[src/rtl/sce_imem_pkg.sv]
// -----------------------------------------------------------------------------
// sce_imem_pkg
// Shared definitions for the SCE instruction-memory controller:
//   - default widths for the fetch command, instruction word and SRAM address
//   - imem_rsp_t : one response FIFO entry {err, data}
//   - legality helpers for the SRAM latency and response FIFO depth
// -----------------------------------------------------------------------------
package sce_imem_pkg;

  localparam int IMEM_CMDW    = 32;  // REQ_INFO width (zero-extended word address)
  localparam int IMEM_DW      = 32;  // instruction word width
  localparam int IMEM_MAW     = 10;  // SRAM word-address width
  localparam int MEM_LAT_MIN  = 1;
  localparam int MEM_LAT_MAX  = 2;

  typedef struct packed {
    logic                err;
    logic [IMEM_DW-1:0]  data;
  } imem_rsp_t;

  function automatic bit mem_lat_legal(input int lat);
    return (lat >= MEM_LAT_MIN) && (lat <= MEM_LAT_MAX);
  endfunction

  // The FIFO must hold every read that can be in flight plus one entry.
  function automatic bit rsp_depth_legal(input int depth, input int lat);
    return depth >= (lat + 1);
  endfunction

endpackage

[src/rtl/sce_imem_if.sv]
// -----------------------------------------------------------------------------
// sce_imem_if
// Fetcher <-> instruction-memory-controller bus.
//   REQ_VLD/REQ_INFO/REQ_ACK : fetch request, transfer on REQ_VLD & REQ_ACK
//   RSP_VLD/RSP_INFO/RSP_ERR/RSP_ACK : in-order response, pop on RSP_VLD & RSP_ACK
// Modports:
//   master : the fetcher (drives requests, consumes responses)
//   slave  : the controller
// -----------------------------------------------------------------------------
interface sce_imem_if
  import sce_imem_pkg::*;
#(
  parameter int CMDW = IMEM_CMDW,
  parameter int DW   = IMEM_DW
);

  logic            REQ_VLD;
  logic [CMDW-1:0] REQ_INFO;
  logic            REQ_ACK;
  logic            RSP_VLD;
  logic [DW-1:0]   RSP_INFO;
  logic            RSP_ERR;
  logic            RSP_ACK;

  modport master (
    output REQ_VLD, REQ_INFO, RSP_ACK,
    input  REQ_ACK, RSP_VLD, RSP_INFO, RSP_ERR
  );

  modport slave (
    input  REQ_VLD, REQ_INFO, RSP_ACK,
    output REQ_ACK, RSP_VLD, RSP_INFO, RSP_ERR
  );

endinterface

[src/rtl/sce_sync_fifo.sv]
// -----------------------------------------------------------------------------
// sce_sync_fifo
// Single-clock FIFO with any DEPTH (not restricted to powers of two).
// Ports:
//   clk_i, rst_i      : clock, synchronous active-high reset
//   push_i, wdata_i   : write strobe and data
//   pop_i             : remove head entry (ignored when empty)
//   rdata_o           : head entry (combinational read)
//   full_o, empty_o   : status
//   count_o           : number of stored entries
// Push and pop in the same cycle leave the count unchanged; a push while full
// is accepted only when a pop frees the slot in that same cycle.
// -----------------------------------------------------------------------------
module sce_sync_fifo #(
  parameter int WIDTH = 8,
  parameter int DEPTH = 4,
  parameter int CNTW  = $clog2(DEPTH + 1)
) (
  input  logic             clk_i,
  input  logic             rst_i,
  input  logic             push_i,
  input  logic [WIDTH-1:0] wdata_i,
  input  logic             pop_i,
  output logic [WIDTH-1:0] rdata_o,
  output logic             full_o,
  output logic             empty_o,
  output logic [CNTW-1:0]  count_o
);

  localparam int PTRW = (DEPTH > 1) ? $clog2(DEPTH) : 1;

  logic [WIDTH-1:0] mem_q [DEPTH];
  logic [PTRW-1:0]  wr_ptr_q, rd_ptr_q;
  logic [CNTW-1:0]  count_q;
  logic             do_push, do_pop;

  // Explicit compare-and-clear so a non power-of-two depth wraps correctly.
  function automatic logic [PTRW-1:0] ptr_inc(input logic [PTRW-1:0] p);
    return (p == PTRW'(DEPTH - 1)) ? '0 : p + PTRW'(1);
  endfunction

  // NOTE: every signal written in always_comb gets a default first, so no
  // path through the block can leave it unassigned and infer a latch.
  always_comb begin
    full_o  = (count_q == CNTW'(DEPTH));
    empty_o = (count_q == '0);
    do_pop  = pop_i & ~empty_o;
    do_push = push_i & (~full_o | do_pop);
    rdata_o = mem_q[rd_ptr_q];
    count_o = count_q;
  end

  // NOTE: the storage array has no reset; only pointers and count define
  // which entries are live, and leaving it unreset lets it map onto RAM.
  always_ff @(posedge clk_i) begin
    if (do_push) mem_q[wr_ptr_q] <= wdata_i;
  end

  // NOTE: sequential state uses non-blocking assignments only, so every
  // register samples the pre-edge values regardless of statement order.
  always_ff @(posedge clk_i) begin
    if (rst_i) begin
      wr_ptr_q <= '0;
      rd_ptr_q <= '0;
      count_q  <= '0;
    end else begin
      if (do_push) wr_ptr_q <= ptr_inc(wr_ptr_q);
      if (do_pop)  rd_ptr_q <= ptr_inc(rd_ptr_q);
      case ({do_push, do_pop})
        2'b10:   count_q <= count_q + CNTW'(1);
        2'b01:   count_q <= count_q - CNTW'(1);
        default: count_q <= count_q;
      endcase
    end
  end

endmodule

[src/rtl/sce_imem_ctrl.sv]
// -----------------------------------------------------------------------------
// sce_imem_ctrl
// Instruction-memory controller in front of the SCE fetcher. Fetch requests
// (word addresses) are served from a synchronous single-port SRAM and
// returned strictly in request order through a small response FIFO.
// Ports:
//   CLK, RST   : clock, synchronous active-high reset
//   fetch      : sce_imem_if slave (request + response handshakes)
//   MEM_CE     : SRAM read enable (combinational from the accepted request)
//   MEM_ADDR   : SRAM word address, 0 whenever MEM_CE is low
//   MEM_RDATA  : SRAM read data, valid MEM_LAT cycles after the MEM_CE edge
// Flow control is credit based: a request is only acknowledged while the
// reads in flight plus the stored responses leave a free FIFO slot, so an
// SRAM result always has somewhere to land. Addresses with any bit set above
// MAW skip the SRAM and produce an error response in their ordered slot.
// -----------------------------------------------------------------------------
module sce_imem_ctrl
  import sce_imem_pkg::*;
#(
  parameter int CMDW      = IMEM_CMDW,
  parameter int DW        = IMEM_DW,
  parameter int MAW       = IMEM_MAW,
  parameter int MEM_LAT   = 1,
  parameter int RSP_DEPTH = 4
) (
  input  logic           CLK,
  input  logic           RST,
  sce_imem_if.slave      fetch,
  output logic           MEM_CE,
  output logic [MAW-1:0] MEM_ADDR,
  input  logic [DW-1:0]  MEM_RDATA
);

  localparam int              CNTW      = $clog2(RSP_DEPTH + 1);
  localparam logic [CNTW:0]   DEPTH_LIM = (CNTW + 1)'(RSP_DEPTH);

  logic                req_ack, accept, in_range;
  logic [CNTW-1:0]     inflight_q, inflight_d;
  logic [MEM_LAT-1:0]  pipe_vld_q, pipe_err_q;
  logic                exit_vld, exit_err;
  logic                rsp_vld, pop;
  logic                fifo_full, fifo_empty;
  logic [CNTW-1:0]     fifo_count;
  imem_rsp_t           push_rsp, head_rsp;

  // ---------------------------------------------------------------------------
  // Request side: credit, range check and SRAM strobe
  // ---------------------------------------------------------------------------
  always_comb begin
    req_ack  = ~RST & (({1'b0, inflight_q} + {1'b0, fifo_count}) < DEPTH_LIM);
    accept   = fetch.REQ_VLD & req_ack;
    in_range = (fetch.REQ_INFO[CMDW-1:MAW] == '0);
    MEM_CE   = accept & in_range;
    MEM_ADDR = MEM_CE ? fetch.REQ_INFO[MAW-1:0] : '0;
  end

  assign fetch.REQ_ACK = req_ack;

  // ---------------------------------------------------------------------------
  // Latency pipeline: one {valid, err} stage per SRAM read cycle, so the
  // stage output lines up with MEM_RDATA for in-range requests.
  // ---------------------------------------------------------------------------
  assign exit_vld = pipe_vld_q[MEM_LAT-1];
  assign exit_err = pipe_err_q[MEM_LAT-1];

  always_comb begin
    case ({accept, exit_vld})
      2'b10:   inflight_d = inflight_q + CNTW'(1);
      2'b01:   inflight_d = inflight_q - CNTW'(1);
      default: inflight_d = inflight_q;
    endcase
  end

  always_ff @(posedge CLK) begin
    if (RST) begin
      pipe_vld_q <= '0;
      pipe_err_q <= '0;
      inflight_q <= '0;
    end else begin
      pipe_vld_q[0] <= accept;
      pipe_err_q[0] <= accept & ~in_range;
      for (int i = 1; i < MEM_LAT; i++) begin
        pipe_vld_q[i] <= pipe_vld_q[i-1];
        pipe_err_q[i] <= pipe_err_q[i-1];
      end
      inflight_q <= inflight_d;
    end
  end

  // Error entries carry zero data; the SRAM bus is not driven for them.
  always_comb begin
    push_rsp.err  = exit_err;
    push_rsp.data = exit_err ? '0 : MEM_RDATA;
  end

  // ---------------------------------------------------------------------------
  // Response FIFO
  // ---------------------------------------------------------------------------
  sce_sync_fifo #(
    .WIDTH (DW + 1),
    .DEPTH (RSP_DEPTH),
    .CNTW  (CNTW)
  ) u_rsp_fifo (
    .clk_i   (CLK),
    .rst_i   (RST),
    .push_i  (exit_vld),
    .wdata_i (push_rsp),
    .pop_i   (pop),
    .rdata_o (head_rsp),
    .full_o  (fifo_full),
    .empty_o (fifo_empty),
    .count_o (fifo_count)
  );

  always_comb begin
    rsp_vld = ~RST & ~fifo_empty;
    pop     = rsp_vld & fetch.RSP_ACK;
  end

  assign fetch.RSP_VLD  = rsp_vld;
  assign fetch.RSP_INFO = rsp_vld ? head_rsp.data : '0;
  assign fetch.RSP_ERR  = rsp_vld & head_rsp.err;

  // ---------------------------------------------------------------------------
  // Simulation checks
  // ---------------------------------------------------------------------------
  a_lat_legal: assert property (@(posedge CLK) mem_lat_legal(MEM_LAT));
  a_depth_legal: assert property (@(posedge CLK) rsp_depth_legal(RSP_DEPTH, MEM_LAT));
  // The response struct is fixed-width in the package.
  a_dw_match: assert property (@(posedge CLK) DW == IMEM_DW);
  // Credit makes it impossible for a read to return into a full FIFO.
  a_no_overflow: assert property (@(posedge CLK) disable iff (RST)
                                  !(exit_vld && fifo_full && !pop));

endmodule

[src/flat_wrapper.sv]
// flat-port wrapper written by rule: the top's interface ports become plain ports
module sce_imem_ctrl_flat import sce_imem_pkg::*;
#(
  parameter int CMDW      = IMEM_CMDW,
  parameter int DW        = IMEM_DW,
  parameter int MAW       = IMEM_MAW,
  parameter int MEM_LAT   = 1,
  parameter int RSP_DEPTH = 4
)
  (CLK, RST, MEM_CE, MEM_ADDR, MEM_RDATA, fetch_REQ_VLD, fetch_REQ_INFO, fetch_RSP_ACK, fetch_REQ_ACK, fetch_RSP_VLD, fetch_RSP_INFO, fetch_RSP_ERR);
  sce_imem_if #(.CMDW(CMDW), .DW(DW)) fetch_i ();
  input  logic CLK;
  input  logic RST;
  output logic MEM_CE;
  output logic [MAW-1:0] MEM_ADDR;
  input  logic [DW-1:0] MEM_RDATA;
  input wire logic [$bits(fetch_i.REQ_VLD)-1:0] fetch_REQ_VLD;
  input wire logic [$bits(fetch_i.REQ_INFO)-1:0] fetch_REQ_INFO;
  input wire logic [$bits(fetch_i.RSP_ACK)-1:0] fetch_RSP_ACK;
  output wire logic [$bits(fetch_i.REQ_ACK)-1:0] fetch_REQ_ACK;
  output wire logic [$bits(fetch_i.RSP_VLD)-1:0] fetch_RSP_VLD;
  output wire logic [$bits(fetch_i.RSP_INFO)-1:0] fetch_RSP_INFO;
  output wire logic [$bits(fetch_i.RSP_ERR)-1:0] fetch_RSP_ERR;
  assign fetch_i.REQ_VLD = fetch_REQ_VLD;
  assign fetch_i.REQ_INFO = fetch_REQ_INFO;
  assign fetch_i.RSP_ACK = fetch_RSP_ACK;
  assign fetch_REQ_ACK = fetch_i.REQ_ACK;
  assign fetch_RSP_VLD = fetch_i.RSP_VLD;
  assign fetch_RSP_INFO = fetch_i.RSP_INFO;
  assign fetch_RSP_ERR = fetch_i.RSP_ERR;
  sce_imem_ctrl #(.CMDW(CMDW), .DW(DW), .MAW(MAW), .MEM_LAT(MEM_LAT), .RSP_DEPTH(RSP_DEPTH)) u_core (.CLK(CLK), .RST(RST), .fetch(fetch_i), .MEM_CE(MEM_CE), .MEM_ADDR(MEM_ADDR), .MEM_RDATA(MEM_RDATA));
endmodule
[config.mk]
export PLATFORM = sky130hd
export DESIGN_NAME = sce_imem_ctrl_flat
export DESIGN_NICKNAME = d
export VERILOG_FILES = /design/src/rtl/sce_imem_pkg.sv /design/src/rtl/sce_imem_if.sv /design/src/rtl/sce_sync_fifo.sv /design/src/rtl/sce_imem_ctrl.sv /design/src/flat_wrapper.sv
export SDC_FILE = /design/constraint.sdc
export NUM_CORES = 1
export LEC_CHECK = 0
export ABC_AREA = 1
export BUFFER_PORTS_ARGS = -buffer_cell sky130_fd_sc_hd__buf_2
export CAP_MARGIN = 20
export CORE_MARGIN = 4
export CORE_UTILIZATION = 32
export CTS_BUF_LIST = sky130_fd_sc_hd__clkbuf_16
export CTS_CLUSTER_DIAMETER = 80
export CTS_CLUSTER_SIZE = 24
export DETAILED_ROUTE_END_ITERATION = 10
export PLACE_DENSITY = 0.5
export SLEW_MARGIN = 20
export SYNTH_ARGS = -nofsm -noshare
export SYNTH_HDL_FRONTEND = slang
export SYNTH_SLANG_ARGS = --single-unit
[constraint.sdc]
create_clock -name CLK -period 3.75 [get_ports CLK]
set_input_delay 0.1875 -clock CLK [delete_from_list [all_inputs] [get_ports CLK]]
set_output_delay 0.1875 -clock CLK [all_outputs]
set_load 0.01 [all_outputs]
After elaboration in Yosys (flattened, before gate mapping)
Memories as Yosys holds them, arrays and structs flattened. A register that Yosys moved wholly into a read port is not among the register bits.
Index checks and enable logic that the tools add are counted.

storage, ports and cells
  register bits after elaboration = 12
  logic and storage cells = 51
  memory bits (writable) = 132
  input port bits = 68
  output and inout bits = 46
  memories = 1

operators by class
  multiplexer cells = 11
  $lt $le $gt $ge = 1
  equality and inequality tests = 7
  reduce and logical (&&, ||, !) cells = 4
  add/sub/neg operators = 7
  bitwise logic cells = 14

memories
  memory                   words  bits a word  rd ports  clocked after Yosys merged registers in  wr ports  RTL line             text
  u_core.u_rsp_fifo.mem_q  4      33           1         1                                        1         sce_sync_fifo.sv:32  logic [WIDTH-1:0] mem_q [DEPTH];

operators with widths
  operator                                              count
  two-way mux 32 bit                                    2
  zero test 22 bit                                      1
  one-hot mux 3 bit (2 select lines)                    2
  two-way mux 10 bit                                    1
  AND 1 bit                                             9
  equality test 2 bit (second input constant)           4
  two-way mux 2 bit                                     4
  adder 3 x 1 -> 3 bit (second input constant)          2
  subtractor 3 x 1 -> 3 bit (second input constant)     2
  adder 2 x 1 -> 2 bit (second input constant)          2
  adder 3 x 3 -> 4 bit                                  1
  equality test 2 x 1 -> 1 bit (second input constant)  2
  < comparator 4 x 3 -> 1 bit (second input constant)   1
  inverter 1 bit                                        4
  nonzero test 2 bit                                    2
  equality test 3 bit (second input constant)           1
  zero test 3 bit                                       1
  two-way mux 1 bit                                     2
  OR 1 bit                                              1

Longest topological paths before layout
Gate-level depths: netlist of run 1.

  word-level depth = 9
  mapped depth = 13

Hierarchy
Synthesis of run 1 repeated with hierarchy kept, for this count alone.

unflattened totals
  cell total of the unflattened synthesis = 607
  area, all modules = 6463.7 um2

modules (own cells, without submodules)
  module         sequential area each (um2)  instances  cells each  area each (um2)
  sce_sync_fifo  4144.0                      1          390         5426.5
  sce_imem_ctrl  100.1                       1          217         1037.2

Worst setup path after synthesis of run 1
Ideal clock, no wire load.

  kind = register to register
  from = register u_core.u_rsp_fifo.count_q[0] (netlist: u_core.u_rsp_fifo.count_o[0])
  to = memory u_core.u_rsp_fifo.mem_q[3][0] (netlist name) (enable)
  buffers on the path = 0
  library setup time = 0.423 ns
  arrival time = 2.265 ns
  slack = 1.062 ns
  cell stages (with the launch flop) = 7
  cells stage by stage = dfxtp_1 nor2_4 nand2_2 nand3_4 nand3_2 nand2_2 nor2_1

between the ends
  word-level cells in the longest chain between the ends = 9
  elaborated cells between the ends (all ways) = 11

RTL lines
  element                                    RTL line                                   text
  from (decl)                                sce_sync_fifo.sv:34                        logic [CNTW-1:0] count_q;
  from (signal assigned)                     sce_sync_fifo.sv:70                        2'b10: count_q <= count_q + CNTW'(1);
  from (signal assigned)                     sce_sync_fifo.sv:71                        2'b01: count_q <= count_q - CNTW'(1);
  from (signal assigned)                     sce_sync_fifo.sv:72                        default: count_q <= count_q;
  zero test 3 bit                            sce_sync_fifo.sv:46                        empty_o = (count_q == '0);
  inverter 1 bit                             sce_sync_fifo.sv:47, sce_imem_ctrl.sv:116
  AND 1 bit                                  sce_imem_ctrl.sv:116                       rsp_vld = ~RST & ~fifo_empty;
  AND 1 bit                                  sce_imem_ctrl.sv:117                       pop = rsp_vld & fetch.RSP_ACK;
  AND 1 bit                                  sce_sync_fifo.sv:47                        do_pop = pop_i & ~empty_o;
  OR 1 bit *                                 sce_sync_fifo.sv:48                        do_push = push_i & (~full_o | do_pop);
  AND 1 bit *                                sce_sync_fifo.sv:48
  two-way mux 1 bit *                        sce_sync_fifo.sv:56                        if (do_push) mem_q[wr_ptr_q] <= wdata_i;
  two-way mux 1 bit (not written as such) *  sce_sync_fifo.sv:56
  to (decl)                                  sce_sync_fifo.sv:32

Mark *: on every way between the ends. The rest lies on a longest branch, timed or not.

==> results of run 1 <==
[placed cells by master, fill, tap and decap left out, types with 11 or more instances in the layout]
| cell | n |
|---|---|
| a21oi_1 | 41 |
| buf_2 | 113 |
| clkbuf_16 | 17 |
| dfxtp_1 | 11 |
| edfxtp_1 | 132 |
| inv_1 | 51 |
| nand2_1 | 11 |
| nor2_1 | 179 |
| o21ai_0 | 36 |
| o21ai_1 | 36 |
[worst max-delay path, cell delays in order, from the launching register on]
cell	delay [ns]
dfxtp_2	0.34
clkinv_2	0.66
o21ai_0	0.59
a21oi_1	0.12
buf_2	0.18
[power by group through the flow]
stage | clock network, mW | logic [mW] | registers, mW
finish | 1.70 | 0.758 | 1.96
global route | 1.81 | 0.869 | 1.97
CTS | 1.74 | 0.769 | 1.96
detailed placement | 0 | 0.765 | 2.00
global placement | 0 | 0.744 | 1.99
floorplan | 0 | 0.523 | 1.97
[cell type report]
type                       count  area, µm²  share of cell area
inverter                      56        211              0.0270
multi-input combinational    354       1770               0.226
clock inverter                14        171              0.0219
sequential                   146       4250               0.542
timing repair buffer         119        676              0.0862
clock buffer                  17        425              0.0543
tap                          265        332              0.0423
[final timing paths]
kind | slack [ns] | endpoint | start
worst max-delay path | 1.21 | fetch_RSP_ERR | flip-flop
worst min-delay path | 0.03 | u_core.u_rsp_fifo.wr_ptr_q[1] | RST
worst max register to register | 1.43 | u_core.inflight_q[2] | u_core.u_rsp_fifo.count_o[2]
worst min register to register | 0.48 | u_core.inflight_q[2] | u_core.inflight_q[2]
[stage by stage]
stage	utilization	hold WS, ns	setup slack, ns
after floorplan	-	0.257	1.06
after global placement	0.367	0.444	1.41
after detailed placement	0.368	0.452	1.38
after CTS	0.399	0.00516	1.20
after global routing	0.403	0.0294	1.05
final	0.403	0.0254	1.21
[per-layer routing]
| layer | global-route usage | up-vias |
|---|---|---|
| met3 | 0.0428 | 21 |
| met4 | 0.0458 | 0 |
| li1 | - | 2197 |
| met5 | 0 | - |
| met2 | 0.237 | 128 |
| met1 | 0.163 | 2072 |
[sequential cells by signal (all words and copies together) (netlist names), named ones only]
signal                      cells
u_core.u_rsp_fifo.rd_ptr_q      2
u_core.u_rsp_fifo.wr_ptr_q      2
u_core.exit_vld                 1
u_core.exit_err                 1
u_core.u_rsp_fifo.count_o       3
u_core.inflight_q               3
u_core.u_rsp_fifo.mem_q       132
[kinds of logic after synthesis]
family          count (synthesis)
compound gates                115
fa+ha+maj                      10
buf+inv                        85
simple gates                  229
flops                         146
==> results.cfg, run 1 <==
[status]
outcome = complete, no violations

[clocking]
cts_tree = built
post_cts_resized = 0
clk_pin_slew_ns = 0.06
numCtsBuffers = 17
root_buffer = clkbuf_16
cts_setup_buffers = 0
clock_latency_ns = 0.41
ctsHoldBuffers = 0
cts.htree.levels = 4
cts_sinks = 146
cts_max_path_buffers = 2

[logic_synthesis]
synth-compound-area-share = 0.0937
synthAdderAreaFrac = 0.0221
syn-cell-area_um2 = 6340
synthSimpleGateAreaFrac = 0.158
synth_most_common_cell = nor2_1
syn_inst = 585
synth_area_per_cell_um2 = 10.8
muxShareOfSynthArea = 0
synthArstFlopShare = 0
synth_seq_cells = 146
yosysUniqueCellTypes = 29
synth_top_cell_area_share = 0.625
seq_area_frac_synth = 0.669
synth_top_family_by_area = simple AND/OR/NAND/NOR gates
yosys_warnings = 0
synth_top_cell_by_area = edfxtp_1
synth_edf_count = 132
syn-num-nets = 663
synthXorXnorAreaFrac = 0
synthTopCellsByArea = edfxtp_1 62%, nor2_1 11%, dfxtp_1 4.4%
synth-main-ff-cell = edfxtp_1
synthTopCellsByCount = 183 x nor2_1, 132 x edfxtp_1, 51 x inv_1

[drt]
dr_wl_met3_um = 927
top_layer = met4
dr.pass1.iters = 4
drc = 0
wl_met2_um = 7360
wl_per_cell_um = 15.3
vias = 4418
routed_wirelength_um = 14800
drt.antenna.violating_nets = 0
wirelength_met1_um = 6320
drt_iter0_drc = 211
via_per_inst = 4.55

[finish]
syn2layout_area_growth_pct = 23.5
n_antenna_cell = 0
nets = 772
fill_cells = 1872
drive_above_1_share = 0.251
fin_cells = 971
postLayoutCellArea_um2 = 7840

[sta]
slew_headroom = 0.390
period_share = 0.678
finalCriticalPeriod_ns = 2.54
finalHoldViolations = 0
drv_slew = 0
fin_worst_skew_ns = 0.00638
max_freq_mhz = 393
worstMarginPinSlew_ns = 0.915
fin_setup_tns_ns = 0
setup_viol = 0
grt_setup_unrepaired = false

[floorplanning]
ios = 114
fp.dieArea_um2 = 22100
initial_utilization = 0.326
die_h_um = 149
die_w_um = 149
rows = 51
coreArea_um2 = 19500

[job]
cap_violations = 0

[global_routing]
grt_pass1_vias = 4644
grt_usage = 0.137
grt_pass1_wl_um = 23500
grt_max_degree = 67
overflow = 0
antenna_found_initial = 0

[power]
p_switching_mw = 1.19
swShare = 0.268
intPower_mw = 3.23
p_leak_nw = 3.09
combPwrFrac = 0.172
seqPwrFrac = 0.443
finalPower_mw = 4.42
power_frac_clock = 0.385
peakVddDrop_uv = 303
p_per_area_nw_per_um2 = 564

[setup_path]
r2r_cells = 12
cp.arrival_ns = 2.36
cp-end-kind = output port
crit_fanout = 66
cp-start-kind = flip-flop
cp.required_ns = 3.56
crit_type = flip-flop to output port

[placement]
portBuffers = 113
hpwl_um = 8960
placed_cells = 937
placed_area_um2 = 7160
place_congestion = 0.854

[hold_path]
hold_path_class = input pin to flip-flop
min_path_cells = 2
Power figures use the tool's default switching activity.
==> inputs of run 2 (changes only) <==
--- a/config.mk
+++ b/config.mk
@@ -5,7 +5,7 @@
 export SDC_FILE = /design/constraint.sdc
 export NUM_CORES = 1
 export LEC_CHECK = 0
-export ABC_AREA = 1
+export ABC_AREA = 0
 export BUFFER_PORTS_ARGS = -buffer_cell sky130_fd_sc_hd__buf_2
 export CAP_MARGIN = 20
 export CORE_MARGIN = 4
==> constraint.sdc (replaced) <==
create_clock -name CLK -period 2.46 [get_ports CLK]
set_input_delay 0.123 -clock CLK [delete_from_list [all_inputs] [get_ports CLK]]
set_output_delay 0.123 -clock CLK [all_outputs]
set_load 0.01 [all_outputs]
==> results.cfg, run 2 <==
[finish]
largest_reg_flops = 132
fin_cells = 778
mostFrequentLayoutCell = edfxtp_1
drive_above_1_share = 0.419
top_register = u_core.u_rsp_fifo.mem_q
syn2layout_area_growth_pct = 25.3
fill_cells = 1816
n_antenna_cell = 0
nets = 580
layout_common_cells = 132 x edfxtp_1, 113 x buf_2, 66 x nor2b_1, 33 x mux4_2, 22 x inv_1

[floorplanning]
coreArea_um2 = 19500
rows = 51
ios = 114
initial_utilization = 0.325
die_h_um = 149
die_w_um = 149
fp.dieArea_um2 = 22100

[logic_synthesis]
synth_area_per_cell_um2 = 16.9
synth_top_cell_by_area = edfxtp_1
synthArstFlopShare = 0
synth_edf_count = 132
syn_inst = 373
yosys_warnings = 0
synth_most_common_cell = edfxtp_1
syn-cell-area_um2 = 6320
synthTopCellsByArea = edfxtp_1 63%, mux4_2 12%, nor2b_1 6.5%
synth_seq_cells = 146
seq_area_frac_synth = 0.672
syn-num-nets = 451
synthTopCellsByCount = 132 x edfxtp_1, 66 x nor2b_1, 33 x mux4_2
yosysUniqueCellTypes = 47
synth-main-ff-cell = edfxtp_1
synth_top_cell_area_share = 0.627

[setup_path]
r2r_cells = 7
r2r-start = u_core.u_rsp_fifo.count_o[0]
crit_type = flip-flop to output port
cp.required_ns = 2.34
cp.arrival_ns = 2.18
crit_fanout = 13
timing.rr.end = u_core.u_rsp_fifo.count_o[2]
cp-end-kind = output port
reg2reg_slack_ns = 0.24
cp-start-kind = flip-flop

[drt]
drc = 0
drt_iter0_drc = 223
wl_per_cell_um = 17.0
vias = 3550
routed_wirelength_um = 13200
via_per_inst = 4.56
drt.antenna.violating_nets = 0
dr.pass1.iters = 4

[sta]
setup_viol = 0
worstMarginPinSlew_ns = 0.524
finalHoldViolations = 0
slew_headroom = 0.650
max_freq_mhz = 435
period_share = 0.934
finalCriticalPeriod_ns = 2.30
fin_setup_tns_ns = 0
drv_slew = 0
fin_worst_skew_ns = 0.00698
grt_setup_unrepaired = false

[placement]
portBuffers = 113
hpwl_um = 8510
placed_cells = 748
place_congestion = 0.758

[clocking]
cts_sinks = 146
cts.htree.levels = 4
root_buffer = clkbuf_16
numCtsBuffers = 17
cts_setup_buffers = 0
cts_tree = built
cts_max_path_buffers = 2
clk_pin_slew_ns = 0.06
clock_latency_ns = 0.41

[hold_path]
hold_path_class = input pin to flip-flop
min_path_cells = 2
min_to = u_core.u_rsp_fifo.mem_q[3][19]
hp-start = MEM_RDATA[19]

[global_routing]
grt_usage = 0.125
use_met2 = 0.207
grt_pass1_vias = 3826
grt_max_degree = 24
top_usage_layer = met2
antenna_found_initial = 0
met1_usage = 0.159
overflow = 0
grt_pass1_wl_um = 20900
grt.met3_usage = 0.0372

[status]
outcome = complete, no violations

[power]
p_leak_nw = 2.83
p_per_area_nw_per_um2 = 810
peakVddDrop_uv = 373
finalPower_mw = 6.41

[job]
cap_violations = 0
## run 2: changes by cell type in the layout (fill, tap and decap cells not counted), moves of 9 or more
cell	change
a21oi_1	-37
buf_4	+10
inv_1	-29
mux4_2	+33
nand2_1	-9
nor2_1	-171
nor2b_1	+66
o21ai_0	-34
o21ai_1	-36
## run 2: report_power, final
part	switching, mW	internal [mW]
clock	0.927	1.77
combinational	0.406	0.386
sequential	0.0630	2.86
## run 2: what timing repair did
item / in CTS / in global routing
hold buffers: 0 / 0
gates resized for setup: 1 / 1
setup endpoints to repair: 1 / 2
## run 2: logic make-up (layout without fill, tap and decap cells)
logic type / Yosys count / after routing / synth area share
flip-flops: 146 / 146 / 0.672
buffers and inverters: 41 / 181 / 0.0325
AND/OR/NAND/NOR: 124 / 124 / 0.131
multiplexers: 35 / 35 / 0.121
XOR/XNOR: 2 / 2 / 0.00277
adder cells (fa/ha/maj): 10 / 10 / 0.0222
AO/OA/AOI/OAI: 15 / 15 / 0.0186
## run 2: critical path: stages, from the launching register on
cell     delay [ns]
dfxtp_2        0.36
ha_1           0.33
nor4_4         0.25
nand3_2        0.12
buf_4          0.21
nor4_2         0.31
buf_2          0.19
## run 2: worst max-delay path by stage
stage / start / to / slack (ns) / depth (start not counted)
after floorplan: u_core.u_rsp_fifo.count_o[1] / u_core.inflight_q[2] / 0.26 / 10
after detailed placement: u_core.u_rsp_fifo.count_o[2] / u_core.inflight_q[2] / 0.26 / 9
after global routing: u_core.u_rsp_fifo.count_o[0] / u_core.u_rsp_fifo.count_o[2] / 0.02 / 7
after global placement: u_core.u_rsp_fifo.count_o[2] / u_core.inflight_q[2] / 0.35 / 9
after CTS: u_core.u_rsp_fifo.count_o[2] / MEM_ADDR[4] / 0.03 / 6
final: u_core.u_rsp_fifo.count_o[2] / MEM_ADDR[4] / 0.16 / 6
## run 2: through the flow
stage               hold slack (ns)  utilization  cell area (µm²)  setup slack, ns
floorplan                     0.339            -             6320            0.256
global placement              0.482        0.374             7290            0.354
detailed placement            0.509        0.374             7290            0.257
CTS                           0.113        0.407             7910           0.0280
global route                  0.110        0.407             7920           0.0249
finish                        0.131        0.407             7920            0.161
## run 2: layout make-up
cell class / instances / area [µm²] / area share
clock buffers: 17 / 425 / 0.0537
clock inverters: 13 / 194 / 0.0245
inverters: 21 / 78.8 / 0.00996
multi-input cells: 186 / 1880 / 0.238
flip-flops and latches: 146 / 4250 / 0.537
well taps: 265 / 332 / 0.0419
repair buffers: 130 / 756 / 0.0955
## run 2: routing by layer
metal	part of all wire	vias up
li1	-	1674
met1	0.44	1762
met2	0.50	104
met3	0.054	10
met4	0.0099	0
met5	0	-
==> inputs of run 3 (changes only) <==
--- a/config.mk
+++ b/config.mk
@@ -5,7 +5,7 @@
 export SDC_FILE = /design/constraint.sdc
 export NUM_CORES = 1
 export LEC_CHECK = 0
-export ABC_AREA = 0
+export ABC_AREA = 1
 export BUFFER_PORTS_ARGS = -buffer_cell sky130_fd_sc_hd__buf_2
 export CAP_MARGIN = 20
 export CORE_MARGIN = 4
@@ -18,4 +18,5 @@
 export SLEW_MARGIN = 20
 export SYNTH_ARGS = -nofsm -noshare
 export SYNTH_HDL_FRONTEND = slang
+export SYNTH_HIERARCHICAL = 1
 export SYNTH_SLANG_ARGS = --single-unit
==> results.cfg, run 3 <==
[global_routing]
grt_max_degree = 67
grt_pass1_vias = 4625
grt_usage = 0.132
overflow = 0
grt_pass1_wl_um = 22900
antenna_found_initial = 0

[drt]
dr.pass1.iters = 5
via_per_inst = 4.49
drt_iter0_drc = 164
drc = 0
routed_wirelength_um = 14400
vias = 4497
wl_per_cell_um = 14.4
drt.antenna.violating_nets = 0

[floorplanning]
ios = 114
die_w_um = 150
initial_utilization = 0.329
fp.dieArea_um2 = 22500
coreArea_um2 = 19700
die_h_um = 150
rows = 51

[finish]
top_register = u_core/u_rsp_fifo/mem_q
syn2layout_area_growth_pct = 22.0
n_antenna_cell = 0
layout_common_cells = 154 x nor2_1, 132 x edfxtp_1, 113 x buf_2, 101 x inv_1, 50 x o21ai_0
largest_reg_flops = 132
fill_cells = 1953
mostFrequentLayoutCell = nor2_1
drive_above_1_share = 0.246
nets = 804
fin_cells = 1002

[power]
peakVddDrop_uv = 482
p_leak_nw = 3.34
finalPower_mw = 5.71
p_per_area_nw_per_um2 = 725

[clocking]
cts.htree.levels = 4
numCtsBuffers = 17
root_buffer = clkbuf_16
clock_latency_ns = 0.41
clk_pin_slew_ns = 0.06
cts_setup_buffers = 0
cts_sinks = 146
cts_tree = built
cts_max_path_buffers = 2

[logic_synthesis]
synth_area_per_cell_um2 = 10.7
syn-num-nets = 685
yosys_warnings = 6
syn_inst = 606
syn-cell-area_um2 = 6460

[sta]
setup_viol = 0
worstMarginPinSlew_ns = 0.813
finalCriticalPeriod_ns = 2.32
period_share = 0.945
fin_worst_skew_ns = 0.00655
finalHoldViolations = 0
slew_headroom = 0.458
worst_slack_ns = 0.135
hold_slack_ns = 0.0793
drv_slew = 0
max_freq_mhz = 430

[setup_path]
reg2reg_slack_ns = 0.14
cp-end-kind = flip-flop
cp.arrival_ns = 2.63
crit_type = flip-flop to flip-flop
cp.required_ns = 2.76
crit_fanout = 5
cp-start-kind = flip-flop

[placement]
place_congestion = 0.748
post-place-ws_ns = 0.154
portBuffers = 113
hpwl_um = 8760
placed_cells = 970

[hold_path]
hold_path_class = input pin to flip-flop

[job]
cap_violations = 0

[status]
outcome = complete, no violations
[run 3: power breakdown]
group	switching, mW	internal (mW)
sequential	0.0564	2.84
clock	0.910	1.25
combinational	0.416	0.235
total	1.38	4.33
[run 3: worst max-delay path, stage by stage, from the launching register on]
cell,delay [ns]
dfxtp_1,0.38
inv_1,0.10
nand2_2,0.11
inv_1,0.07
nor2_2,0.12
inv_2,0.06
nor2_2,0.11
inv_1,0.08
nor2_1,0.14
ha_1,0.19
inv_1,0.07
fa_1,0.38
nand2_1,0.09
nand3_1,0.11
nor2_1,0.14
nor2_1,0.06
[run 3: path summary, 6_finish.rpt]
path                                                   start                             to  depth (start not counted)
worst min-delay path                            MEM_RDATA[2]  u_core/u_rsp_fifo/mem_q[0][2]                          3
worst max-delay path            u_core/u_rsp_fifo/count_o[2]   u_core/u_rsp_fifo/count_o[2]                         15
worst max register to register  u_core/u_rsp_fifo/count_o[2]   u_core/u_rsp_fifo/count_o[2]                         15
worst min register to register          u_core/inflight_q[2]           u_core/inflight_q[2]                          2
[run 3: cell type report]
type | count | area (µm²) | share of cell area
Sequential cell | 146 | 4250 | 0.539
Clock buffer | 17 | 425 | 0.0540
Timing Repair Buffer | 128 | 756 | 0.0959
Tap cell | 265 | 332 | 0.0421
Clock inverter | 14 | 73.8 | 0.00937
Multi-Input combinational cell | 328 | 1660 | 0.210
Inverter | 104 | 390 | 0.0495
[run 3: per-layer routing]
layer  GRT usage  part of all wire  vias up
li1            -                 -     2258
met1       0.166              0.45     2113
met3      0.0351             0.052        9
met5           0                 0        -
met2       0.222              0.49      117
met4      0.0416            0.0069        0
[run 3: stage by stage]
stage,TNS [ns],utilization,cell area [µm²]
2_1_floorplan,0,-,6490
3_3_place_gp,0,0.374,7360
3_5_place_dp,0,0.374,7360
4_1_cts,0,0.400,7870
5_1_grt,-0.0445,0.401,7880
6_report,0,0.401,7880
[run 3: timing repair]
item                       CTS  global route
hold buffers                 1             0
setup endpoints to repair    0             2
hold endpoints to repair     2             0
resized for setup            0             5
